==> src/rtl/nms_engine.sv <==
// Non-maximum suppression over a three-row gradient strip buffer.
// Each accepted strip shifts the row buffer; the middle row is then thinned one
// column per cycle against the neighbour pair its quantised angle selects.
module nms_engine #(
  parameter int unsigned OUT_W     = 12,
  parameter int unsigned MAG_W     = 8,
  parameter int unsigned THRESH_EN = 1
) (
  input  logic                         clk,
  input  logic                         rst,
  input  logic                         anchor_moving,
  input  logic                         frame_start,
  input  logic [(OUT_W+2)*2-1:0]       gradient_angle,
  input  logic [(OUT_W+2)*MAG_W-1:0]   gradient_mag,
  input  logic [MAG_W-1:0]             low_thresh,
  output logic [OUT_W*MAG_W-1:0]       nms_out,
  output logic                         out_valid,
  output logic                         nms_final
);

  localparam int unsigned NCol = OUT_W + 2;
  localparam int unsigned IW   = (OUT_W > 1) ? $clog2(OUT_W) : 1;
  localparam logic [IW-1:0] IdxLast = IW'(OUT_W - 1);

  typedef enum logic [1:0] {StIdle, StLoad, StProc} state_e;

  state_e           state_q, state_d;
  logic [IW-1:0]    idx_q, idx_d;
  logic [1:0]       rows_q, rows_d;
  logic             out_valid_q, out_valid_d;
  logic [MAG_W-1:0] row0_q [NCol];
  logic [MAG_W-1:0] row1_q [NCol];
  logic [MAG_W-1:0] row2_q [NCol];
  logic [1:0]       ang0_q [NCol];
  logic [1:0]       ang1_q [NCol];
  logic [MAG_W-1:0] nms_q [OUT_W];
  logic [MAG_W-1:0] nms_d [OUT_W];

  logic             is_last;
  logic             load;
  logic [MAG_W-1:0] centre, nb_a, nb_b, result;
  logic             keep;

  // Edge columns of the middle-row angles never select a neighbour pair.
  logic unused_ang;
  assign unused_ang = ^{ang1_q[0], ang1_q[NCol-1]};

  assign is_last   = (state_q == StProc) && (idx_q == IdxLast);
  assign nms_final = (state_q == StIdle) || is_last;
  assign out_valid = out_valid_q;

  // Next-state, column index, row counter and valid pulse.
  always_comb begin
    state_d = state_q;
    case (state_q)
      StIdle:  if (anchor_moving) state_d = StLoad;
      StLoad:  state_d = StProc;
      StProc:  if (is_last) state_d = anchor_moving ? StLoad : StIdle;
      default: state_d = StIdle;
    endcase

    load  = (state_d == StLoad);
    idx_d = (state_d == StProc && state_q == StProc) ? idx_q + 1'b1 : '0;

    rows_d = rows_q;
    if (load) begin
      if (frame_start)          rows_d = 2'd1;
      else if (rows_q != 2'd3)  rows_d = rows_q + 2'd1;
    end

    // Only a fully primed buffer yields a strip worth reporting.
    out_valid_d = is_last && (rows_q == 2'd3);
  end

  // Pick centre and neighbour pair for the current column and decide.
  always_comb begin
    centre = '0;
    nb_a   = '0;
    nb_b   = '0;
    for (int c = 0; c < OUT_W; c++) begin
      if (idx_q == IW'(c)) begin
        centre = row1_q[c+1];
        case (ang1_q[c+1])
          2'd0: begin nb_a = row1_q[c];   nb_b = row1_q[c+2]; end
          2'd1: begin nb_a = row0_q[c+2]; nb_b = row2_q[c];   end
          2'd2: begin nb_a = row0_q[c+1]; nb_b = row2_q[c+1]; end
          default: begin nb_a = row0_q[c]; nb_b = row2_q[c+2]; end
        endcase
      end
    end
    keep = (centre >= nb_a) && (centre >= nb_b);
    if (THRESH_EN != 0 && centre < low_thresh) keep = 1'b0;
    result = keep ? centre : '0;

    for (int c = 0; c < OUT_W; c++) begin
      nms_d[c] = nms_q[c];
      if (state_q == StProc && idx_q == IW'(c)) nms_d[c] = result;
    end
  end

  // Flatten the result strip onto the output bus.
  always_comb begin
    nms_out = '0;
    for (int c = 0; c < OUT_W; c++) nms_out[c*MAG_W +: MAG_W] = nms_q[c];
  end

  // State, counters, row buffer and results; reset wins over everything.
  always_ff @(posedge clk) begin
    if (rst) begin
      state_q     <= StIdle;
      idx_q       <= '0;
      rows_q      <= '0;
      out_valid_q <= 1'b0;
      for (int c = 0; c < NCol; c++) begin
        row0_q[c] <= '0;
        row1_q[c] <= '0;
        row2_q[c] <= '0;
        ang0_q[c] <= '0;
        ang1_q[c] <= '0;
      end
      for (int c = 0; c < OUT_W; c++) nms_q[c] <= '0;
    end else begin
      state_q     <= state_d;
      idx_q       <= idx_d;
      rows_q      <= rows_d;
      out_valid_q <= out_valid_d;
      for (int c = 0; c < OUT_W; c++) nms_q[c] <= nms_d[c];
      if (load) begin
        for (int c = 0; c < NCol; c++) begin
          row2_q[c] <= row1_q[c];
          row1_q[c] <= row0_q[c];
          row0_q[c] <= gradient_mag[c*MAG_W +: MAG_W];
          ang1_q[c] <= ang0_q[c];
          ang0_q[c] <= gradient_angle[c*2 +: 2];
        end
      end
    end
  end

endmodule

==> config.mk <==
export PLATFORM = sky130hd
export DESIGN_NAME = nms_engine
export DESIGN_NICKNAME = d
export VERILOG_FILES = /design/src/rtl/nms_engine.sv
export SDC_FILE = /design/constraint.sdc
export NUM_CORES = 1
export LEC_CHECK = 0
export BUFFER_PORTS_ARGS = -buffer_cell sky130_fd_sc_hd__buf_2
export CORE_MARGIN = 1.5
export CORE_UTILIZATION = 65
export DETAILED_ROUTE_END_ITERATION = 10
export MAX_ROUTING_LAYER = met4
export PLACE_DENSITY = 0.86
export SYNTH_ARGS = -nofsm -noshare
export SYNTH_HDL_FRONTEND = slang
export SYNTH_SLANG_ARGS = --single-unit
==> constraint.sdc <==
create_clock -name clk -period 25.5 [get_ports clk]
set_clock_uncertainty 0.2 [all_clocks]
set_input_delay 7.65 -clock clk [delete_from_list [all_inputs] [get_ports clk]]
set_output_delay 7.65 -clock clk [all_outputs]
set_load 0.03 [all_outputs]
==> results by group <==
STA
  • Setup TNS: 0 ps
  • Worst-Margin Slew: between 1000 and 1500 ps
  • Tmin final: around 11000 ps
  • Final Hold Viols: 0
  • Maximum clock frequency: 90.68 MHz
  • Slew headroom: about 4.1%
  • Final worst-path cycle share: a little over two fifths
  • Hold Slack: between 200 and 300 ps
  • RSZ-0062 raised after global routing: false
  • Fin. max-slew vios: 0
  • Final setup violation count: 0

Global route
  • Overflow after GRT: 0
  • Met2 usage: a little under three fifths
  • Largest net degree at the start of global routing: about 160
  • Met1 Track Usage GR: between 40 and 50%
  • Number of global-route vias before repair: about 19000
  • GRT Util Overall: a little under two fifths
  • Met3 Use GR: between 10% and 20%
  • Antenna violations before repair: 0
  • First-pass GRT wire length: ~110000 um
  • GR peak layer: met2

Pwr
  • Overall Power: slightly below 2 mW
  • Worst IR Drop VDD: roughly 0.052 mV
  • LEAKAGE: ~11 nW
  • Power Dens Cells: 68.07 nW/um2

Floorplan
  • Die H: a little over 200 um
  • Die area: a little over 40000 um2
  • FP Rows: slightly above 70
  • Starting density of the core: 66.22%
  • Num ports: between 200 and 300
  • Core footprint: approximately 39000 um2
  • Die width: around 200 um

Drt
  • Post-route ant nets: 0
  • Initial DRC count: 3046
  • Routed Wire Length: 75610 um
  • Wire per inst: between 20 and 30 um
  • DR vias: ~20000
  • Residual DRC count: 0
  • DR pass1 iterations: 9
  • Via density: 7.222

Synth
  • Mapped cell area: between 20000 and 30000 um2
  • Syn_area_per_cell: 13.02 um2
  • Commonest register cell after synthesis: edfxtp_1
  • Yosys warning count: 0
  • #FFs+latches synth: around 490
  • EDFF count, synth: roughly 380
  • Asr flop ratio synth: 0%
  • Syn Inst Count: 1979
  • Unique masters post-synth: 72
  • Sequential area share after synthesis: 52.90%
  • Syn_nets: ~2200

Finish
  • Layout Nets: roughly 2300
  • Most common cell after layout, fill and taps aside: edfxtp_1
  • Multi-input logic area: 11220 um2
  • Antenna diodes: 0
  • Final Util: between 70% and 80%
  • FF/Latch Area: ~14000 um2
  • Filler cell count: around 2500
  • Ratio of cells with drive above 1 in the final layout: between 20% and 30%
  • Area Overhead vs Synth: 11.41%
  • Commonest non-fill, non-tap cells in the layout: edfxtp_1, and2_1, buf_2

Critical path
  • Crit-path max FO: between 70 and 80
  • Critical path class: input port to flop
  • Critical Path Sink Type: flop
  • Startpoint types: input port
  • Data arrival, critical path: roughly 11000 ps
  • Required time of the critical path: about 26000 ps

CTS
  • CTS max path bufs: 3
  • Total CTS buffers: 50
  • CTS-repair resized insts: 0
  • Root Driver: clkbuf_16
  • Hold buffer count at cts: 0
  • CTS tree: done
  • H-tree depth: 2
  • CTS Sinks: between 400 and 500
  • Clock Pin Slew Worst Setup and Hold Paths: approximately 60 ps
  • Post-CTS Repair Setup Buffers: 0
  • Later-pin clock latency in the skew report: 600 ps

Run status
  • Outcome: finished clean

Place
  • Detailed-placement wirelength estimate: slightly below 50000 um
  • Port bufs: around 250
  • Routability Congestion: ~1.1

Hold path
  • Hold WC Path Type: flop to flop

Job
  • Max cap viols: 0
[synth_stat cells (20+ instances only)]
cell	instances	area share [%]
clkbuf_2	20	0.39
edfxtp_1	384	45
nand3_1	22	0.43
buf_2	77	1.5
ha_1	28	1.4
mux4_2	192	17
clkbuf_1	46	0.67
nand2_1	162	2.4
o22ai_1	24	0.58
a21oi_1	87	1.7
a32o_1	22	0.85
inv_1	25	0.36
dfxtp_1	105	8.2
and2_1	272	6.6
o31ai_1	52	1.5
o21ai_0	55	1.1
a22oi_1	33	0.96
nor2_1	45	0.66
nor2b_1	114	2.8
[critical path, cell delays in order]
cell	delay [ps]
buf_2	90
nand2_1	530
nand2b_4	970
buf_4	880
buf_4	820
[report_power, final]
part           leakage, nW  switching (mW)  internal, mW
clock network        0.782           0.316         0.399
registers             4.99          0.0793         0.928
logic                 4.99           0.114         0.118
[kinds of logic (layout without fill, tap and decap cells)]
| family | Yosys count | in the layout | share of synthesized area (%) |
|---|---|---|---|
| AOI/OAI and AO/OA | 380 | 380 | 10.21 |
| DFF | 489 | 489 | 52.90 |
| buffers and inverters | 194 | 405 | 3.670 |
| xor gates and xnor gates | 1 | 1 | 0.03399 |
| muxes | 193 | 193 | 16.82 |
| adders and majority gates | 28 | 28 | 1.359 |
| and+or+nand+nor | 694 | 694 | 15.00 |
[layout make-up]
type                            instances  share of cell area (%)
Clock buffer                           67                   4.881
Inverter                               28                  0.3748
Timing Repair Buffer                  284                   5.299
Tap cell                              518                   2.257
Clock inverter                         26                  0.6232
Sequential cell                       489                   47.48
Multi-Input combinational cell       1296                   39.08
[worst paths after layout]
| kind | startpoint | end | slack (ps) | cells after the start |
|---|---|---|---|---|
| max reg2reg | idx_q[0] | nms_q[1][0] | 18880 | 16 |
| min | nms_q[2][1] | nms_q[2][1] | 250 | 2 |
| min reg2reg | nms_q[2][1] | nms_q[2][1] | 250 | 2 |
| max | anchor_moving | row2_q[1][40] | 14470 | 5 |
[layer usage]
metal,up-vias,share of wire (%)
li1,7926,-
met4,0,5.5
met1,9359,34
met2,1866,46
met5,-,0
met3,406,15
[flip-flops by register name (all words and copies together) (netlist names), 2 cells and up]
register and flops:
row2_q 112, ang1_q 24, ang0_q 24, nms_q 96, rows_q 2, idx_q 4, row1_q 112, row0_q 112
state_q 2
[through the flow]
step                instances  cell area (um2)  setup slack (ps)
detailed placement       2615            27130             14030
floorplan                1979            25770              6826
CTS                      2708            28710             14640
finish                   2708            28710             14470
global placement         2615            27130             14110
global route             2708            28710             14390
No activity file was read; power rests on OpenSTA's default activity.
